--- src/rtl/steer_pkg.sv ---
// Shared definitions for the steering-enable slice.
// Holds the load-cell sample width, the default rider-weight threshold and
// hysteresis half-band, the default settle-timer length, the timer width,
// and the two-state filter enum used by the load-cell monitor.
package steer_pkg;

  localparam int LD_W = 12;

  localparam logic [LD_W-1:0] MIN_RIDER_WEIGHT = 12'h200;
  localparam logic [LD_W-1:0] HYSTERESIS       = 12'h040;

  // 1.3 s at 50 MHz.
  localparam int TMR_CYCLES = 65_000_000;
  localparam int TMR_W      = 26;

  typedef enum logic {
    EMPTY  = 1'b0,
    PRIMED = 1'b1
  } flt_state_t;

endpackage

--- src/rtl/ld_avg4.sv ---
// One side's 4-tap moving-average filter.
// Ports:
//   clk, rst   - clock, asynchronous active-high reset
//   sample_i   - load-cell sample
//   vld_i      - sample strobe; shifts sample_i in and drops the oldest tap
//   prime_i    - first sample after reset; loads sample_i into every tap
//   avg_o      - (sum of the four taps) >> 2
module ld_avg4 #(
  parameter int LD_W = steer_pkg::LD_W
) (
  input  logic            clk,
  input  logic            rst,
  input  logic [LD_W-1:0] sample_i,
  input  logic            vld_i,
  input  logic            prime_i,
  output logic [LD_W-1:0] avg_o
);

  import steer_pkg::*;

  logic [LD_W-1:0] taps_q [4];
  logic [LD_W-1:0] taps_d [4];
  logic [LD_W+1:0] acc;

  // Tap registers; all taps clear to zero on reset.
  always_ff @(posedge clk or posedge rst) begin
    if (rst) begin
      for (int i = 0; i < 4; i++) taps_q[i] <= '0;
    end else begin
      for (int i = 0; i < 4; i++) taps_q[i] <= taps_d[i];
    end
  end

  // Priming fills every tap with the first sample so the average starts at
  // the real load instead of ramping up from zero. Otherwise a strobe
  // shifts the new sample in at tap 0; with no strobe the taps hold.
  always_comb begin
    for (int i = 0; i < 4; i++) taps_d[i] = taps_q[i];
    if (prime_i) begin
      for (int i = 0; i < 4; i++) taps_d[i] = sample_i;
    end else if (vld_i) begin
      taps_d[0] = sample_i;
      for (int i = 1; i < 4; i++) taps_d[i] = taps_q[i-1];
    end
  end

  // Two extra accumulator bits hold the four-tap sum without overflow.
  always_comb begin
    acc = '0;
    for (int i = 0; i < 4; i++) acc = acc + {2'b00, taps_q[i]};
  end

  assign avg_o = acc[LD_W+1:2];

endmodule

--- src/rtl/ld_cell_monitor.sv ---
// Load-cell monitor: producer side of the steering-enable interface.
// Filters the left and right load cells, derives the rider-weight flags
// with hysteresis and the balance flags, and owns the settle timer.
// Ports:
//   clk, rst        - clock, asynchronous active-high reset
//   lft_ld, rght_ld - left and right load-cell samples
//   ld_vld          - one-cycle strobe marking a valid sample pair
//   clr_tmr         - synchronous clear of the settle timer
//   sum_gt_min      - filtered sum above the upper hysteresis threshold
//   sum_lt_min      - filtered sum below the lower hysteresis threshold
//   diff_gt_1_4     - |lft - rght| > sum/4
//   diff_gt_15_16   - |lft - rght| > sum*15/16
//   tmr_full        - settle timer has reached TMR_CYCLES-1
//   flt_prmd        - filter has seen at least one sample since reset
module ld_cell_monitor #(
  parameter int                   LD_W             = steer_pkg::LD_W,
  parameter logic [LD_W-1:0]      MIN_RIDER_WEIGHT = steer_pkg::MIN_RIDER_WEIGHT,
  parameter logic [LD_W-1:0]      HYSTERESIS       = steer_pkg::HYSTERESIS,
  parameter int                   TMR_CYCLES       = steer_pkg::TMR_CYCLES
) (
  input  logic            clk,
  input  logic            rst,
  input  logic [LD_W-1:0] lft_ld,
  input  logic [LD_W-1:0] rght_ld,
  input  logic            ld_vld,
  input  logic            clr_tmr,
  output logic            sum_gt_min,
  output logic            sum_lt_min,
  output logic            diff_gt_1_4,
  output logic            diff_gt_15_16,
  output logic            tmr_full,
  output logic            flt_prmd
);

  import steer_pkg::*;

  localparam logic [LD_W:0]    HI_THR  = {1'b0, MIN_RIDER_WEIGHT} + {1'b0, HYSTERESIS};
  localparam logic [LD_W:0]    LO_THR  = {1'b0, MIN_RIDER_WEIGHT} - {1'b0, HYSTERESIS};
  localparam logic [TMR_W-1:0] TMR_MAX = TMR_W'(TMR_CYCLES - 1);

  flt_state_t      fltState_q;
  flt_state_t      fltState_d;
  logic            prime;
  logic [LD_W-1:0] lftFlt;
  logic [LD_W-1:0] rghtFlt;
  logic [LD_W:0]   sum;
  logic [LD_W-1:0] diff;
  logic [LD_W:0]   quarter;
  logic [LD_W:0]   ff16;
  logic            sumGt_q;
  logic            sumLt_q;
  logic            diffGt14_q;
  logic            diffGt1516_q;
  logic [TMR_W-1:0] tmrCnt_q;
  logic [TMR_W-1:0] tmrCnt_d;

  // Filter state register.
  always_ff @(posedge clk or posedge rst) begin
    if (rst) fltState_q <= EMPTY;
    else     fltState_q <= fltState_d;
  end

  // The first sample primes the filter; after that only reset leaves PRIMED.
  always_comb begin
    fltState_d = fltState_q;
    if (fltState_q == EMPTY && ld_vld) fltState_d = PRIMED;
  end

  // A single prime strobe drives both sides so they always prime together.
  always_comb begin
    flt_prmd = (fltState_q == PRIMED);
    prime    = (fltState_q == EMPTY) && ld_vld;
  end

  ld_avg4 #(.LD_W(LD_W)) uLftAvg (
    .clk      (clk),
    .rst      (rst),
    .sample_i (lft_ld),
    .vld_i    (ld_vld),
    .prime_i  (prime),
    .avg_o    (lftFlt)
  );

  ld_avg4 #(.LD_W(LD_W)) uRghtAvg (
    .clk      (clk),
    .rst      (rst),
    .sample_i (rght_ld),
    .vld_i    (ld_vld),
    .prime_i  (prime),
    .avg_o    (rghtFlt)
  );

  // Sum, absolute difference and the two balance thresholds, all on the
  // filtered values. The 15/16 threshold is sum minus a sixteenth of it.
  always_comb begin
    sum     = {1'b0, lftFlt} + {1'b0, rghtFlt};
    diff    = (lftFlt >= rghtFlt) ? (lftFlt - rghtFlt) : (rghtFlt - lftFlt);
    quarter = sum >> 2;
    ff16    = sum - (sum >> 4);
  end

  // Registered flags. The two weight thresholds sit either side of the
  // nominal weight, so the flags can never be set together and both are
  // clear inside the band. Taps hold between samples, so the flags do too.
  always_ff @(posedge clk or posedge rst) begin
    if (rst) begin
      sumGt_q      <= 1'b0;
      sumLt_q      <= 1'b1;
      diffGt14_q   <= 1'b0;
      diffGt1516_q <= 1'b0;
    end else begin
      sumGt_q      <= (sum > HI_THR);
      sumLt_q      <= (sum < LO_THR);
      diffGt14_q   <= ({1'b0, diff} > quarter);
      diffGt1516_q <= ({1'b0, diff} > ff16);
    end
  end

  assign sum_gt_min    = sumGt_q;
  assign sum_lt_min    = sumLt_q;
  assign diff_gt_1_4   = diffGt14_q;
  assign diff_gt_15_16 = diffGt1516_q;

  // Settle timer register.
  always_ff @(posedge clk or posedge rst) begin
    if (rst) tmrCnt_q <= '0;
    else     tmrCnt_q <= tmrCnt_d;
  end

  // Clear wins over counting; the count saturates at its terminal value so
  // tmr_full stays up until the next clear.
  always_comb begin
    tmrCnt_d = tmrCnt_q;
    if (clr_tmr)                tmrCnt_d = '0;
    else if (tmrCnt_q != TMR_MAX) tmrCnt_d = tmrCnt_q + 1'b1;
  end

  assign tmr_full = (tmrCnt_q == TMR_MAX);

endmodule

--- config.mk ---
export PLATFORM = sky130hd
export DESIGN_NAME = ld_cell_monitor
export DESIGN_NICKNAME = d
export VERILOG_FILES = /design/src/rtl/steer_pkg.sv /design/src/rtl/ld_avg4.sv /design/src/rtl/ld_cell_monitor.sv
export SDC_FILE = /design/constraint.sdc
export NUM_CORES = 1
export LEC_CHECK = 0
export ABC_AREA = 1
export ABC_CLOCK_PERIOD_IN_PS = 7700
export CAP_MARGIN = 15
export CORE_MARGIN = 2
export CORE_UTILIZATION = 40
export CTS_CLUSTER_SIZE = 30
export DETAILED_ROUTE_END_ITERATION = 6
export PLACE_DENSITY_LB_ADDON = 0.3
export SETUP_SLACK_MARGIN = 0.5
export SLEW_MARGIN = 20
export SYNTH_ARGS = -nofsm -noshare
export SYNTH_HDL_FRONTEND = slang
export SYNTH_SLANG_ARGS = --single-unit
--- constraint.sdc ---
create_clock -name clk -period 7.7 [get_ports clk]
set_input_delay 1.155 -clock clk [delete_from_list [all_inputs] [get_ports clk]]
set_output_delay 1.155 -clock clk [all_outputs]
set_load 0.05 [all_outputs]
==> results of run 1 <==
==> final cells by class <==
| class | instances | area [um2] |
|---|---|---|
| sequential | 127 | 3180 |
| inverter | 283 | 1070 |
| tap | 341 | 427 |
| timing repair buffer | 46 | 425 |
| clock inverter | 14 | 131 |
| multi-input combinational | 983 | 6860 |
| fill | 2666 | 14400 |
| clock buffer | 18 | 429 |
==> kinds of logic (layout without fill, tap and decap cells) <==
kind of cell / Yosys count / after routing
AO/OA/AOI/OAI: 250 / 250
XOR/XNOR: 63 / 63
adder cells (fa/ha/maj): 144 / 144
buffers and inverters: 316 / 361
flip-flops: 127 / 127
multiplexers: 2 / 2
AND/OR/NAND/NOR: 524 / 524
==> routing by layer <==
metal / track usage / vias up
met5: 0 / -
met4: 0.0427 / 0
met3: 0.0261 / 23
met2: 0.322 / 136
met1: 0.254 / 4407
li1: - / 4699
==> state kept, by name (all words and copies together) (netlist names) <==
signal           cells
diff_gt_15_16        1
diff_gt_1_4          1
flt_prmd             1
sum_gt_min           1
sum_lt_min           1
tmrCnt_q            26
uLftAvg.taps_q      48
uRghtAvg.taps_q     48
==> cells in the final DEF, fill, tap and decap left out, types with 9 or more instances in the layout <==
cell type,Yosys,final
a21oi_1,84,77
nand2_1,300,298
o21bai_1,11,11
o211ai_1,17,17
nand4_1,18,18
nor2_2,13,17
ha_4,0,11
o21ai_0,53,47
xor2_1,45,40
inv_1,276,275
xnor2_1,18,17
a21oi_2,4,11
nand2_2,22,22
fa_1,30,30
clkbuf_16,0,17
ha_1,114,100
clkdlybuf4s50_1,0,32
o21ai_1,7,9
nor2_1,70,66
buf_4,5,14
dfrtp_1,126,126
nor3_1,19,18
o221ai_1,55,53
nand3_1,51,50
==> how the worst min path moves through the flow <==
stage | start | endpoint | cells after the start
6_report | uRghtAvg.taps_q[45] | uRghtAvg.taps_q[45] | 2
4_1_cts | uRghtAvg.taps_q[45] | uRghtAvg.taps_q[45] | 2
3_3_place_gp | tmrCnt_q[22] | tmrCnt_q[22] | 1
2_1_floorplan | tmrCnt_q[22] | tmrCnt_q[22] | 1
5_1_grt | tmrCnt_q[22] | tmrCnt_q[22] | 1
3_5_place_dp | tmrCnt_q[22] | tmrCnt_q[22] | 1
==> repair_timing <==
item,in CTS,in global routing
cloned,0,0
setup buffers,0,10
hold buffers,0,0
resized for setup,6,52
pin swaps,0,9
endpoints found under the setup margin,1,1
hold endpoints to repair,0,0
==> worst register-to-register path, delay by kind of cell (launching register included) <==
| kind | cells | cell delay, ns |
|---|---|---|
| adder cells (fa/ha/maj) | 7 | 2.41 |
| flip-flops | 1 | 0.38 |
| AO/OA/AOI/OAI | 8 | 1.22 |
| XOR/XNOR | 3 | 0.56 |
| buffers and inverters | 3 | 0.20 |
| AND/OR/NAND/NOR | 14 | 1.79 |
==> metrics by stage <==
| stage | utilization | hold slack [ns] | setup slack (ns) |
|---|---|---|---|
| 4_1_cts | 0.452 | 0.512 | 0.556 |
| 6_report | 0.466 | 0.508 | 1.06 |
| 2_1_floorplan | - | 0.455 | 1.44 |
| 5_1_grt | 0.466 | 0.530 | 0.491 |
| 3_5_place_dp | 0.431 | 0.487 | 0.224 |
| 3_3_place_gp | 0.430 | 0.477 | 0.504 |
==> impl_results.md, run 1 <==
* Status: finished, final reports clean
* Area contributors post-synth: dfrtp_1, ha_1, nand2_1
* # setup viols final at 0
* Post-synth top area cell: dfrtp_1
* Worst r2r path cells at 35
* HP Class: flip-flop to flip-flop
* CP required at 8.06 ns
* Largest net degree at the start of global routing at 73
* Core area at 26900 um2
* RSZ-0062 raised after global routing: false
* Final wirelength at 26.0 mm
* Kind of critical path: flip-flop to flip-flop
* Register area share after synthesis at 0.291
* Post-detail-place hpwl at 19.7 mm
* Final ANT Viol Nets at 0
* Data arrival time of the worst path at 7.00 ns
* Met3 wire length at 772 um
* Fmax at 151 MHz
* DP Cell Count at 1770
* CTS Buf Count at 17
* H-tree depth at 4
* Number of global-route vias before repair at 9187
* CTS root buf: clkbuf_16
* Top_reg_cell synth: dfrtp_1
* Tcrit/Tclk final at 0.863
* Distinct cell type count after synthesis at 54
* Final cell count without fillers at 1812
* Total track usage at 0.188
* DRT met1 WL at 12.6 mm
* First-pass GRT wire length at 44.2 mm
* TritonCTS clock tree: yes
* Syn nets at 1598
* Port Buffers at 33
* Most used cell, CP: nand2_1
* CP Launch Type: flip-flop
* Worst path depth at 35
* Max_slew headroom at 0.343
* CTS clk-pin slew, worst paths at 0.07 ns
* Xor and xnor area share after synthesis at 0.0504
* Later-pin clock latency in the skew report at 0.42 ns
* Slowest stage cell, crit path: fa_1
* Initial core utilization at 0.407
* Nets at 1630
* Routed len/inst at 14.4 um
* #FFs+latches synth at 127
* Actual slew at the worst max-slew pin at 0.986 ns
* Drt first pass iters at 5
* Share of cells above drive strength 1 at 0.104
* Reg2reg start: uLftAvg.taps_q[36]
* Post-route setup TNS at 0 ns
* GP Congestion at 0.948
* Synthesized-area fraction occupied by adder cells at 0.185
* DIE AREA at 28700 um2
* Worst Setup SP: uLftAvg.taps_q[36]
* Worst Setup EP: diff_gt_15_16
* Final Skew at 0.0132 ns
* Final Slew Violations at 0
* FF-to-FF setup slack at 1.06 ns
* Total global routing overflow at 0
* Total clock sinks at 127
* Largest family of logic cells by synthesized area: simple AND/OR/NAND/NOR gates
* Fraction of registers with async set/reset at 1.00
* EDFF count, synth at 0
* Final hold violation count at 0
* Synthesized instance count at 1426
* DRC at 0
* Post-DP Area at 11600 um2
* Rows at 60
* Synth top area share at 0.288
* Vias at 9265
* Mapped cell area at 10900 um2
* Detailed-route vias per instance at 5.11
* Die W at 169 um
* Synth warn at 0
* Synth Area in Compound Gates at 0.146
* Diode count at 0
* CP Max Fanout at 7
* Die height at 169 um
* Max Root-Sink Buffers at 2
* I/O pin count at 34
* Mean area per synthesized cell at 7.67 um2
* Area grow syn2layout at 14.4%
* Max incr delay on CP at 0.49 ns
* Highest routed layer: met4
* Design Area, Final at 12500 um2
* Initial antenna violation count at 0
* Maxcap violations at 0
* Simple-gate share of the synthesized area at 0.214
* WL met2 at 12.3 mm
* Proportion of synthesized area in mux cells at 0.00183
* Final min period at 6.64 ns
* Top post-synthesis cells by count: nand2_1, inv_1, dfrtp_1, ha_1, a21oi_1
* Critical Path Sink Type: flip-flop
* Critical path buffer and inverter count at 3
* Delay-heaviest family, CP: adder cells
* Most common cell in the netlist: nand2_1
* Critical register-to-register path endpoint: diff_gt_15_16
* Iteration-0 DRC Markers at 498
Power of run 1 is left out: the tool's default activity adds up to more than one toggle a clock period on the data nets, which glitch-free logic cannot reach.
==> inputs of run 2 (changes only) <==
CORE_MARGIN = 3   (was 2)
REMOVE_ABC_BUFFERS = 1   (was default)
==> impl_results.md, run 2 (synthesized netlist as in run 1, its figures left out) <==
* TritonCTS clock tree: yes
* Max_slew headroom at 0.363
* Final ANT Viol Nets at 0
* # setup viols final at 0
* First-pass GRT wire length at 43.3 mm
* Critical register-to-register path endpoint: diff_gt_15_16
* Die height at 171 um
* Delay-heaviest family, CP: adder cells
* Status: finished, final reports clean
* Reg2reg start: uLftAvg.taps_q[36]
* H-tree depth at 4
* Top flop regs: uLftAvg.taps_q (48), uRghtAvg.taps_q (48), tmrCnt_q (26)
* Rows at 59
* Vias at 9266
* Routed len/inst at 14.2 um
* CP required at 8.07 ns
* Hold path start: tmrCnt_q[22]
* Max incr delay on CP at 0.43 ns
* Final Skew at 0.0133 ns
* Final hold violation count at 0
* Share of cells above drive strength 1 at 0.0980
* Hold Path End: tmrCnt_q[22]
* Hold_buf cts at 0
* Initial antenna violation count at 0
* Iteration-0 DRC Markers at 555
* Critical path buffer and inverter count at 4
* Later-pin clock latency in the skew report at 0.43 ns
* DRC at 0
* Total track usage at 0.180
* Post-detail-place hpwl at 19.5 mm
* Total global routing overflow at 0
* Most common cell after layout, fill and taps aside: nand2_1
* Final wirelength at 25.5 mm
* I/O pin count at 34
* GP Congestion at 0.970
* Die W at 171 um
* CP Max Fanout at 8
* Data arrival time of the worst path at 7.11 ns
* Critical Path Sink Type: flip-flop
* Total clock sinks at 127
* Area grow syn2layout at 13.3%
* Tcrit/Tclk final at 0.876
* Most frequent cells in the layout: nand2_1, inv_1, dfrtp_1, ha_1, a21oi_1
* Largest net degree at the start of global routing at 96
* Detailed-route vias per instance at 5.13
* Drt first pass iters at 6
* Nets at 1629
* Kind of critical path: flip-flop to flip-flop
* Worst r2r path cells at 37
* Initial core utilization at 0.413
* Worst hold path depth at 1
* Slowest stage cell, crit path: fa_1
* Port Buffers at 33
* CTS Buf Count at 17
* Maxcap violations at 0
* Actual slew at the worst max-slew pin at 0.956 ns
* CP Launch Type: flip-flop
* CTS root buf: clkbuf_16
* Number of global-route vias before repair at 9040
* Diode count at 0
* Post-route setup TNS at 0 ns
* Final Slew Violations at 0
* Fmax at 148 MHz
* HP Class: flip-flop to flip-flop
* Max Root-Sink Buffers at 2
* Core area at 26500 um2
* RSZ-0062 raised after global routing: false
* CTS clk-pin slew, worst paths at 0.07 ns
* FF-to-FF setup slack at 0.95 ns
* Final min period at 6.75 ns
* DIE AREA at 29400 um2
-- run 2: changes by cell type in the layout (fill, tap and decap cells not counted), moves of 2 or more --
cell and change:
a21oi_1 +2, a21oi_2 -2, clkinv_4 +2, ha_1 +4, ha_4 -5, inv_8 +2, nand2_2 +2, nand2_4 -2
nor3_2 +2, o21ai_4 -2
-- run 2: worst max-delay path by stage --
stage	from	to	cells past startpoint
detailed placement	uLftAvg.taps_q[36]	diff_gt_15_16	39
global route	uLftAvg.taps_q[36]	diff_gt_15_16	41
global placement	uLftAvg.taps_q[36]	diff_gt_15_16	39
floorplan	uLftAvg.taps_q[36]	diff_gt_15_16	40
finish	uLftAvg.taps_q[36]	diff_gt_15_16	37
CTS	uLftAvg.taps_q[36]	diff_gt_15_16	40
-- run 2: through the flow --
step	instances	util	hold slack [ns]	worst slack (ns)	area, um2
after floorplan	1393	-	0.456	1.42	10800
after global placement	1766	0.437	0.490	0.481	11600
final	1805	0.468	0.506	0.955	12400
after global routing	1805	0.468	0.531	0.417	12400
after CTS	1798	0.458	0.509	0.559	12100
after detailed placement	1766	0.437	0.495	0.368	11600
-- run 2: cell type report --
type | count | area [um2]
flip-flops and latches | 127 | 3180
repair buffers | 45 | 418
clock buffers | 18 | 439
fillers | 2563 | 14100
multi-input cells | 983 | 6750
clock inverters | 14 | 120
inverters | 283 | 1070
well taps | 335 | 419
-- run 2: per-layer routing --
layer / up-vias / part of all wire / global-route usage
met5: - / 0 / 0
li1: 4700 / - / -
met3: 34 / 0.032 / 0.0271
met1: 4367 / 0.48 / 0.244
met2: 165 / 0.47 / 0.298
met4: 0 / 0.019 / 0.0546
-- run 2: what timing repair did --
item / 4_1_cts / 5_1_grt
cloned: 0 / 0
setup buffers: 0 / 7
pin swaps: 0 / 6
setup endpoints to repair: 1 / 2
resized for setup: 4 / 40
Power of run 2 is left out for the same reason.
